File: src/rtl/cacheline_burst_adaptor_if.sv
// Bus bundle for the cache-line burst adaptor: the upstream line request side
// and the downstream pmem beat side. The adaptor connects through "slave".
// The environment (arbiter plus memory) connects through "master".
interface cacheline_burst_adaptor_if #(
    parameter int BEAT_W    = 64,
    parameter int BURST_LEN = 4,
    parameter int ADDR_W    = 32
);
    logic                          line_read;
    logic                          line_write;
    logic [ADDR_W-1:0]             line_address;
    logic [BEAT_W*BURST_LEN-1:0]   line_wdata;
    logic [BEAT_W*BURST_LEN-1:0]   line_rdata;
    logic                          line_resp;
    logic                          pmem_read;
    logic                          pmem_write;
    logic [ADDR_W-1:0]             pmem_address;
    logic [BEAT_W-1:0]             pmem_wdata;
    logic [BEAT_W-1:0]             pmem_rdata;
    logic                          pmem_resp;

    modport slave (
        input  line_read, line_write, line_address, line_wdata, pmem_rdata, pmem_resp,
        output line_rdata, line_resp, pmem_read, pmem_write, pmem_address, pmem_wdata
    );

    modport master (
        output line_read, line_write, line_address, line_wdata, pmem_rdata, pmem_resp,
        input  line_rdata, line_resp, pmem_read, pmem_write, pmem_address, pmem_wdata
    );
endinterface

File: src/rtl/cacheline_burst_adaptor.sv
// Cache-line burst adaptor.
// It turns one line read or write from the cache arbiter into a BURST_LEN-beat pmem
// burst. The pmem strobe is held for the whole burst, and one beat moves per pmem_resp.
// Completion is signalled upstream with a single-cycle line_resp.
module cacheline_burst_adaptor #(
    parameter int BEAT_W    = 64,
    parameter int BURST_LEN = 4,
    parameter int ADDR_W    = 32
) (
    input  logic                     clk,
    input  logic                     rst_n,
    cacheline_burst_adaptor_if.slave bus
);
    localparam int LINE_W     = BEAT_W * BURST_LEN;
    localparam int LINE_BYTES = LINE_W / 8;
    localparam int CNT_W      = (BURST_LEN > 1) ? $clog2(BURST_LEN) : 1;
    localparam logic [CNT_W-1:0]  LAST_BEAT  = CNT_W'(BURST_LEN - 1);
    localparam logic [ADDR_W-1:0] ALIGN_MASK = ~ADDR_W'(LINE_BYTES - 1);

    typedef enum logic [1:0] {
        IDLE = 2'd0,
        RD   = 2'd1,
        WR   = 2'd2,
        DONE = 2'd3
    } state_t;

    state_t             state_q, state_d;
    logic [CNT_W-1:0]   beat_cnt_q, beat_cnt_d;
    logic [ADDR_W-1:0]  addr_q;
    logic [LINE_W-1:0]  wbuf_q;
    logic [LINE_W-1:0]  rbuf_q, rbuf_d;
    logic [LINE_W-1:0]  rdata_q;
    logic [BEAT_W-1:0]  wbeat;
    logic               last_beat;

    assign last_beat = (beat_cnt_q == LAST_BEAT);

    // State and beat counter registers; reset aborts any burst in flight.
    always_ff @(posedge clk or negedge rst_n) begin
        if (!rst_n) begin
            state_q    <= IDLE;
            beat_cnt_q <= '0;
        end else begin
            state_q    <= state_d;
            beat_cnt_q <= beat_cnt_d;
        end
    end

    // Next state: read wins over write in IDLE; gaps without pmem_resp hold state and count.
    always_comb begin
        state_d    = state_q;
        beat_cnt_d = beat_cnt_q;
        case (state_q)
            IDLE: begin
                if (bus.line_read) begin
                    state_d = RD;
                end else if (bus.line_write) begin
                    state_d = WR;
                end
            end
            RD, WR: begin
                if (bus.pmem_resp) begin
                    if (last_beat) begin
                        state_d    = DONE;
                        beat_cnt_d = '0;
                    end else begin
                        beat_cnt_d = beat_cnt_q + 1'b1;
                    end
                end
            end
            DONE: begin
                state_d = IDLE;
            end
            default: begin
                state_d    = IDLE;
                beat_cnt_d = '0;
            end
        endcase
    end

    // Beat steering: merge the incoming read beat into the line buffer and pick the outgoing write beat.
    always_comb begin
        rbuf_d = rbuf_q;
        wbeat  = '0;
        for (int k = 0; k < BURST_LEN; k++) begin
            if (k == int'(beat_cnt_q)) begin
                if (state_q == RD && bus.pmem_resp) begin
                    rbuf_d[k*BEAT_W +: BEAT_W] = bus.pmem_rdata;
                end
                if (state_q == WR) begin
                    wbeat = wbuf_q[k*BEAT_W +: BEAT_W];
                end
            end
        end
    end

    // Datapath: capture the request in IDLE only, collect read beats, and publish the line on the last beat.
    always_ff @(posedge clk or negedge rst_n) begin
        if (!rst_n) begin
            addr_q  <= '0;
            wbuf_q  <= '0;
            rbuf_q  <= '0;
            rdata_q <= '0;
        end else begin
            if (state_q == IDLE) begin
                if (bus.line_read) begin
                    addr_q <= bus.line_address & ALIGN_MASK;
                end else if (bus.line_write) begin
                    addr_q <= bus.line_address & ALIGN_MASK;
                    wbuf_q <= bus.line_wdata;
                end
            end
            if (state_q == RD && bus.pmem_resp) begin
                rbuf_q <= rbuf_d;
                if (last_beat) begin
                    rdata_q <= rbuf_d;
                end
            end
        end
    end

    assign bus.pmem_read    = (state_q == RD);
    assign bus.pmem_write   = (state_q == WR);
    assign bus.pmem_address = addr_q;
    assign bus.pmem_wdata   = wbeat;
    assign bus.line_resp    = (state_q == DONE);
    assign bus.line_rdata   = rdata_q;
endmodule
File: src/flat_wrapper.sv
// flat-port wrapper written by rule: the top's interface ports become plain ports
module cacheline_burst_adaptor_flat 
#(
    parameter int BEAT_W    = 64,
    parameter int BURST_LEN = 4,
    parameter int ADDR_W    = 32
)
  (clk, rst_n, bus_line_read, bus_line_write, bus_line_address, bus_line_wdata, bus_pmem_rdata, bus_pmem_resp, bus_line_rdata, bus_line_resp, bus_pmem_read, bus_pmem_write, bus_pmem_address, bus_pmem_wdata);
  cacheline_burst_adaptor_if #(.BEAT_W(BEAT_W), .BURST_LEN(BURST_LEN), .ADDR_W(ADDR_W)) bus_i ();
  input  logic clk;
  input  logic rst_n;
  input wire logic [$bits(bus_i.line_read)-1:0] bus_line_read;
  input wire logic [$bits(bus_i.line_write)-1:0] bus_line_write;
  input wire logic [$bits(bus_i.line_address)-1:0] bus_line_address;
  input wire logic [$bits(bus_i.line_wdata)-1:0] bus_line_wdata;
  input wire logic [$bits(bus_i.pmem_rdata)-1:0] bus_pmem_rdata;
  input wire logic [$bits(bus_i.pmem_resp)-1:0] bus_pmem_resp;
  output wire logic [$bits(bus_i.line_rdata)-1:0] bus_line_rdata;
  output wire logic [$bits(bus_i.line_resp)-1:0] bus_line_resp;
  output wire logic [$bits(bus_i.pmem_read)-1:0] bus_pmem_read;
  output wire logic [$bits(bus_i.pmem_write)-1:0] bus_pmem_write;
  output wire logic [$bits(bus_i.pmem_address)-1:0] bus_pmem_address;
  output wire logic [$bits(bus_i.pmem_wdata)-1:0] bus_pmem_wdata;
  assign bus_i.line_read = bus_line_read;
  assign bus_i.line_write = bus_line_write;
  assign bus_i.line_address = bus_line_address;
  assign bus_i.line_wdata = bus_line_wdata;
  assign bus_i.pmem_rdata = bus_pmem_rdata;
  assign bus_i.pmem_resp = bus_pmem_resp;
  assign bus_line_rdata = bus_i.line_rdata;
  assign bus_line_resp = bus_i.line_resp;
  assign bus_pmem_read = bus_i.pmem_read;
  assign bus_pmem_write = bus_i.pmem_write;
  assign bus_pmem_address = bus_i.pmem_address;
  assign bus_pmem_wdata = bus_i.pmem_wdata;
  cacheline_burst_adaptor #(.BEAT_W(BEAT_W), .BURST_LEN(BURST_LEN), .ADDR_W(ADDR_W)) u_core (.clk(clk), .rst_n(rst_n), .bus(bus_i));
endmodule
File: config.mk
export PLATFORM = sky130hd
export DESIGN_NAME = cacheline_burst_adaptor_flat
export DESIGN_NICKNAME = d
export VERILOG_FILES = /design/src/rtl/cacheline_burst_adaptor_if.sv /design/src/rtl/cacheline_burst_adaptor.sv /design/src/flat_wrapper.sv
export SDC_FILE = /design/constraint.sdc
export NUM_CORES = 1
export LEC_CHECK = 0
export ABC_CLOCK_PERIOD_IN_PS = 3200
export BUFFER_PORTS_ARGS = -buffer_cell sky130_fd_sc_hd__buf_2
export CAP_MARGIN = 40
export CELL_PAD_IN_SITES_DETAIL_PLACEMENT = 1
export CELL_PAD_IN_SITES_GLOBAL_PLACEMENT = 1
export CORE_MARGIN = 8
export CORE_UTILIZATION = 46
export DETAILED_ROUTE_END_ITERATION = 7
export GPL_TIMING_DRIVEN = 0
export HOLD_SLACK_MARGIN = 0.12
export PLACE_DENSITY_LB_ADDON = 0.1
export SLEW_MARGIN = 5
export SYNTH_ARGS = -nofsm -noshare
export SYNTH_HDL_FRONTEND = slang
export SYNTH_SLANG_ARGS = --single-unit
File: constraint.sdc
create_clock -name clk -period 3.2 [get_ports clk]
set_input_delay 0.16 -clock clk [delete_from_list [all_inputs] [get_ports clk]]
set_output_delay 0.16 -clock clk [all_outputs]
set_load 0.1 [all_outputs]
# Yosys cells after proc, flatten, opt, wreduce, memory -nomap -nowiden
# Index checks and enable logic that the tools add are counted.
word_totals:
  regBits: 804
  inputBits: 357
  elab_cells: 48
classes:
  n_addsub: 1
  n_eq_ne: 10
  muxes: 20
  n_bitwise: 1
  reduce_logical: 10
op_table:
  columns: ["operator", "n"]
  rows:
  - ["$mux 64", 12]
  - ["$mux 32", 2]
  - ["$mux 2", 5]
  - ["$eq 2x2->1 const B", 3]
  - ["$pmux 2 s3", 1]
  - ["$reduce_and 2->1", 3]
  - ["$reduce_and 3->1", 2]
  - ["$eq 2x2->1 const A", 2]
  - ["$logic_not 2->1", 2]
  - ["$ne 3x3->1 const B", 1]
  - ["$add 2x1->2 const B", 1]
  - ["$eq 1x2->1 const A", 1]
  - ["$eq 2x1->1 const B", 1]
  - ["$ne 2x1->1 const B", 1]
  - ["$ne 2x2->1 const B", 1]
  - ["$reduce_bool 2->1", 1]
  - ["$reduce_or 2->1", 1]
  - ["$logic_and 1x1->1", 1]
  - ["$not 1->1", 1]

# Logic depth before layout (Yosys ltp)
# Gate-level depths: netlist (run 1).
logic_depth:
  word_depth: 9
  depth_mapped: 9
  ltp_nobuf: 5

# Least setup slack after synthesis (run 1)
# Ideal clock, no wire load.
synth_timing:
  path_kind: "register to output"
  start: "register u_core.state_q[0]"
  end: "output port bus_pmem_wdata[0]"
  t_arrival_ns: 3.858
  required_ns: 3.040
  path_slack_ns: -0.818
  stages_incl_launch_ff: 7
  n_path_buf: 1
  cell_sequence: "dfrtp_1 inv_1 ha_1 nor2b_1 buf_2 o21ai_0 o21ai_0"
synth_via:
  elab_chain_cells: 9
synth_lines:
  columns: ["element", "line", "source"]
  rows:
  - ["from (decl)", "cacheline_burst_adaptor.sv:27", "state_t state_q, state_d;"]
  - ["from (signal assigned)", "cacheline_burst_adaptor.sv:44", "state_q <= state_d;"]
  - ["$eq 2x2->1 (*)", null, null]
  - ["via bus_pmem_write", "flat_wrapper.sv:21", "output wire logic [$bits(bus_i.pmem_write)-1:0] bus_pmem_write;"]
  - ["$mux 64", "cacheline_burst_adaptor.sv:90", "if (state_q == WR) begin"]
  - ["$mux 64", "cacheline_burst_adaptor.sv:86", "if (k == int'(beat_cnt_q)) begin"]
  - ["$mux 64", "cacheline_burst_adaptor.sv:90", null]
  - ["$mux 64", "cacheline_burst_adaptor.sv:86", null]
  - ["$mux 64", "cacheline_burst_adaptor.sv:90", null]
  - ["$mux 64", "cacheline_burst_adaptor.sv:86", null]
  - ["$mux 64", "cacheline_burst_adaptor.sv:90", null]
  - ["$mux 64 (*)", "cacheline_burst_adaptor.sv:86", null]
  - ["to (decl)", "flat_wrapper.sv:23", "output wire logic [$bits(bus_i.pmem_wdata)-1:0] bus_pmem_wdata;"]
# The timed path passes the listed nets; every way through them passes the cells marked *.

# Final worst setup path (run 1)
layout_timing:
  start: "register u_core.state_q[0]"
  end: "output port bus_pmem_wdata[51]"
layout_via:
  elab_chain_cells: 9
layout_lines:
  columns: ["element", "line"]
  rows:
  - ["$eq 2x2->1 (*)", "cacheline_burst_adaptor.sv:90"]
  - ["$mux 64", "cacheline_burst_adaptor.sv:90"]
  - ["$mux 64", "cacheline_burst_adaptor.sv:86"]
  - ["$mux 64", "cacheline_burst_adaptor.sv:90"]
  - ["$mux 64", "cacheline_burst_adaptor.sv:86"]
  - ["$mux 64", "cacheline_burst_adaptor.sv:90"]
  - ["$mux 64", "cacheline_burst_adaptor.sv:86"]
  - ["$mux 64", "cacheline_burst_adaptor.sv:90"]
  - ["$mux 64 (*)", "cacheline_burst_adaptor.sv:86"]
# Mark *: on every way between the ends. The rest lies on a longest branch, timed or not.

==> out/results.txt, run 1 <==
most numerous cell in the Yosys netlist - dfrtp_1
Boundary Pins - 712
die area - 76230 um^2
yosys warns - 0
Post-Route WL - 140.7 mm
Slew @ Worst Pin - 758.3 ps
Initial Utilization - 46.42%
R2R depth - 7
global-route wire length before repair - 192.5 mm
DRC - 0
initial antenna violation count - 38
outcome - complete, but fails checks
fin crit period - 3235 ps
Core Area - 67040 um^2
CTS tree - yes
Synth-to-Final Area Change - 36.97%
min-delay worst type - in2async
Clock transition at path regs - 70 ps
worst reg2reg path endpoint - u_core.bus.line_rdata[78]
Die Y - 276.1 um
Setup Total Neg Slack - -34.96 ps
Multi-input gate area - 11700 um^2
Yosys cell types - 26
worst r2r src - u_core.state_q[1]
CTS Sinks - 735
Max Root-Sink Buffers - 3
final worst path period share - 101.1%
Worst Setup End Kind - output pin
normalized max-slew margin - 49.44%
startpoint types - flip-flop
FF+latch count, synth - 735
Final ANT Viol Nets - 0
routed length per instance - 30.78 um
CP Max Fanout - 10
vias in the first global route - 28793
synth cell count leaders - dfrtp_1 (735), nand2_1 (450), mux2_2 (357)
CTS Buf Count - 80
Critical Path RT - 3040 ps
Fin Clk Skew - 22.78 ps
Final Cell Area - 42620 um^2
Rows - 95
total grt overflow - 0
CTS Root Cell - clkbuf_16
vias post-DR - 26382
clk_lat worst skew - 630 ps
failing checks - negative setup slack
Final Net Count - 3959
FF/Latch Area - 18390 um^2
share of cells above drive strength 1 - 38.72%
# setup viols final - 1
MaxCap Viol Count - 0
final worst slack - -34.96 ps
aggregate global-route resource usage - 33.11%
Final Hold Vio Count - 0
critical path class - reg2out
cell count after synthesis - 2450
top post-synthesis cells by area - dfrtp_1 (59%), mux2_2 (13%), mux2i_1 (6.3%), nand2_1 (5.4%), mux2_1 (4.3%)
Max Fclk - 0.3091 GHz
synthesized area - 31120 um^2
hpwl dp - 85.39 mm
Synth area leader - dfrtp_1
Syn Area/Cell - 12.70 um^2
Yosys top cell area share - 59.10%
Post-synth EDFFs - 0
fill count - 6871
register area share after synthesis - 59.10%
WP data arrival - 3070 ps
Final Max Tran Viols - 0
Vias/cell - 5.773
reg-to-reg slack, setup - 690 ps
H-tree levels - 3
IO Port Bufs - 700
Main synth FF type - dfrtp_1
First-pass DRT Iterations - 5
Area after DPL - 36140 um^2
die width - 276.1 um
largest net degree at the start of global routing - 118
routability cong. - 0.9265
Async S/R FF share, synth - 100.0%
number of DRC markers in iteration 0 - 2398
metrics by stage:
stage	cells	setup WS, ps	util (%)	hold slack, ps
after floorplan	2454	-66.28	-	-135.6
after global placement	4027	-13460	53.65	374.7
after detailed placement	4033	416.0	53.91	189.0
after CTS	4525	3.627	63.25	129.8
after global routing	4564	-80.87	63.56	175.0
final	4570	-34.96	63.58	103.0
layout make-up:
cell class / count / share of cell area [%]
Sequential cell: 735 / 43.15
Multi-Input combinational cell: 1536 / 27.44
Timing Repair Buffer: 1058 / 17.21
Tap cell: 873 / 2.563
Clock inverter: 24 / 0.7808
Antenna cell: 45 / 0.2642
Clock buffer: 116 / 5.489
Inverter: 5 / 0.04697
Buffer: 178 / 3.050
placed cells by master (no fill, tap or decap), types with 34 or more instances in the layout:
cell           netlist  final
o21ai_2              1     64
buf_4               17     39
a221oi_1            64     62
o21ai_1            214    153
dlygate4sd3_1        0    352
buf_6               62     62
mux2_2             357    357
buf_2               62    706
clkbuf_4             0     34
clkbuf_1            37     39
mux2_1             120    120
mux2i_1            195    195
diode_2              0     45
nand2_1            450    450
dfrtp_1            735    735
clkbuf_16            0     82
o21ai_0            107    105
worst max-delay path by stage:
| stage | start | endpoint | slack [ps] | cells past startpoint |
|---|---|---|---|---|
| floorplan | u_core.state_q[0] | bus_pmem_wdata[0] | -70 | 6 |
| global placement | rst_n | u_core.bus.line_rdata[241] | -13460 | 1 |
| detailed placement | u_core.state_q[0] | bus_pmem_wdata[48] | 420 | 8 |
| CTS | u_core.state_q[0] | bus_pmem_wdata[44] | 4 | 8 |
| global route | u_core.state_q[0] | bus_pmem_wdata[51] | -80 | 8 |
| finish | u_core.state_q[0] | bus_pmem_wdata[51] | -30 | 8 |
sequential cells by signal (all words and copies together) (netlist names):
register	cells
u_core.state_q	2
u_core.bus.pmem_address	27
u_core.rbuf_q	192
u_core.wbuf_q	256
u_core.bus.line_rdata	256
u_core.beat_cnt_q	2
cells by family after synthesis:
| logic type | share of synthesized area [%] |
|---|---|
| other cells | 0.01205 |
| simple gates | 5.854 |
| mux | 23.53 |
| buf+inv | 4.157 |
| flops | 59.10 |
| fa+ha+maj | 0.3217 |
| compound gates | 7.016 |
timing repair:
| action | CTS | global route |
|---|---|---|
| buffers inserted | 0 | 0 |
| endpoints found under the hold margin | 842 | 0 |
| hold buffers | 352 | 0 |
| endpoints found under the setup margin | 34 | 53 |
| cloned | 0 | 0 |
| resized for setup | 30 | 55 |
worst max-delay path, stage by stage, from the launching register on:
cell and delay, ps:
dfrtp_1 410, inv_1 130, ha_1 260, nor2b_1 150, buf_2 340, clkbuf_4 330
o21ai_0 170, o21ai_2 200, buf_2 460
metal layers:
metal / routed length (um) / global-route usage (%) / vias up
li1: - / - / 10861
met5: 45 / 0 / -
met2: 68810 / 57.43 / 1463
met4: 10430 / 17.29 / 8
met3: 11380 / 9.122 / 583
met1: 50000 / 37.09 / 13467
Power of run 1 is left out: the tool's default activity adds up to more than one toggle a clock period on the data nets, which glitch-free logic cannot reach.
==> inputs of run 2 (changes only) <==
GPL_TIMING_DRIVEN = unset   (was 0)
==> run 2 against run 1 <==
Net effect: the run now ends clean; global-route usage fell by 2.2 points; setup slack better by 170 ps; non-clock buffer count fell by 123; clock skew shrank 2.1 ps; critical path depth decreased by 2; via count is 5.4% lower; sequential share of layout area increased by 0.93 points; final area fell by 2.1%; sequential cell count did not move; first-iteration DRC count shrank 24%; worst hold slack got worse by 12 ps; highest routed layer unchanged.
==> out/results.txt, run 2 (synthesis gave the netlist of run 1 again) <==
Initial Utilization - 46.42%
vias post-DR - 24960
Die Y - 276.1 um
hpwl dp - 74.79 mm
Worst Setup End Kind - output pin
routability cong. - 0.8786
die width - 276.1 um
Final Net Count - 3836
Final ANT Viol Nets - 0
Final Max Tran Viols - 0
worst r2r src - u_core.beat_cnt_q[1]
First-pass DRT Iterations - 7
fin crit period - 3063 ps
# setup viols final - 0
worst-path cell chain - ha_1 -> nor2b_4 -> buf_6 -> o21ai_0 -> o21ai_2 -> buf_2
number of DRC markers in iteration 0 - 1823
Max Root-Sink Buffers - 3
RSZ-0062 raised after global routing - false
CTS Root Cell - clkbuf_16
Top delay family on crit path - buffers and inverters
largest net degree at the start of global routing - 164
die area - 76230 um^2
CTS Buf Count - 80
CP bufs+invs - 2
total grt overflow - 0
Setup Total Neg Slack - 0 ps
vias in the first global route - 27579
crit path from - u_core.beat_cnt_q[0]
Boundary Pins - 712
share of cells above drive strength 1 - 37.15%
clk_lat worst skew - 640 ps
Clock transition at path regs - 60 ps
aggregate global-route resource usage - 30.95%
startpoint types - flip-flop
H-tree levels - 3
global-route wire length before repair - 182.9 mm
Slew @ Worst Pin - 834.8 ps
Core Area - 67040 um^2
Rows - 95
Synth-to-Final Area Change - 34.08%
Fin Clk Skew - 20.71 ps
DRC - 0
WP data arrival - 2900 ps
outcome - complete, no violations
Vias/cell - 5.627
Max Fclk - 0.3265 GHz
IO Port Bufs - 701
CP Max Fanout - 35
MaxCap Viol Count - 0
Crit-path slowest cell - buf_2
Post-Route WL - 125.0 mm
min-delay worst type - in2async
normalized max-slew margin - 44.35%
Final Hold Vio Count - 0
initial antenna violation count - 28
CTS Sinks - 735
commonest non-fill, non-tap cell in the layout - dfrtp_1
fill count - 6772
max incr delay on CP - 460 ps
Critical Path RT - 3040 ps
routed length per instance - 28.18 um
critical path class - reg2out
final worst path period share - 95.71%
most frequent cells in the layout - dfrtp_1 (735), buf_2 (695), nand2_1 (450), mux2_2 (357), dlygate4sd3_1 (352)
CTS tree - yes
run 2: cell types whose count changed in the layout (fill, tap and decap cells not counted), sizes merged:
cell | before | now
bufinv | 6 | 3
clkbuf | 186 | 127
buf | 814 | 756
diode | 45 | 34
clkinvlp | 3 | 1
clkinv | 14 | 13
run 2: area by class of cell:
type / count / area, um^2 / area share [%]
Timing Repair Buffer: 1113 / 7787 / 18.66
Antenna cell: 34 / 85.08 / 0.2039
Clock inverter: 18 / 227.7 / 0.5458
Clock buffer: 122 / 2372 / 5.686
Multi-Input combinational cell: 1536 / 11750 / 28.15
Inverter: 5 / 18.77 / 0.04498
Tap cell: 873 / 1092 / 2.618
Sequential cell: 735 / 18390 / 44.08
run 2: timing repair:
item,in CTS,in global routing
hold buffers,352,0
gates resized for setup,1,6
setup endpoints to repair,1,42
pin swaps,0,0
endpoints found under the hold margin,803,0
setup buffers,0,2
run 2: final timing paths:
path / end / slack (ps) / cells after the start
worst min-delay path: u_core.wbuf_q[229] / 90 / 2
worst min register to register: u_core.bus.line_rdata[203] / 470 / 2
worst max register to register: u_core.bus.line_rdata[117] / 550 / 6
max in group asynchronous: u_core.beat_cnt_q[1] / 1840 / 4
min in group clk: u_core.wbuf_q[207] / 300 / 3
worst max-delay path: bus_pmem_wdata[42] / 140 / 6
run 2: per-layer routing:
metal	part of all wire [%]	GRT usage (%)	wire length, um	vias to the layer above
met1	37	36.16	46260	12797
met2	49	53.02	61830	1134
met4	5.9	13.92	7367	4
met5	0.020	0	25	-
met3	7.6	8.524	9519	418
li1	-	-	-	10607
run 2: per-stage QoR:
| stage | util, % | cells | hold WS [ps] | instance area, um^2 | worst slack [ps] |
|---|---|---|---|---|---|
| 2_1_floorplan | - | 2454 | -135.6 | 31370 | -66.28 |
| 3_3_place_gp | 52.90 | 3908 | 230.3 | 35470 | 576.7 |
| 6_report | 62.24 | 4436 | 91.10 | 41720 | 137.4 |
| 3_5_place_dp | 52.90 | 3908 | 223.7 | 35470 | 504.9 |
| 5_1_grt | 62.23 | 4434 | 150.3 | 41720 | 8.671 |
| 4_1_cts | 62.04 | 4400 | 158.7 | 41590 | 2.617 |
Power of run 2 is left out for the same reason.
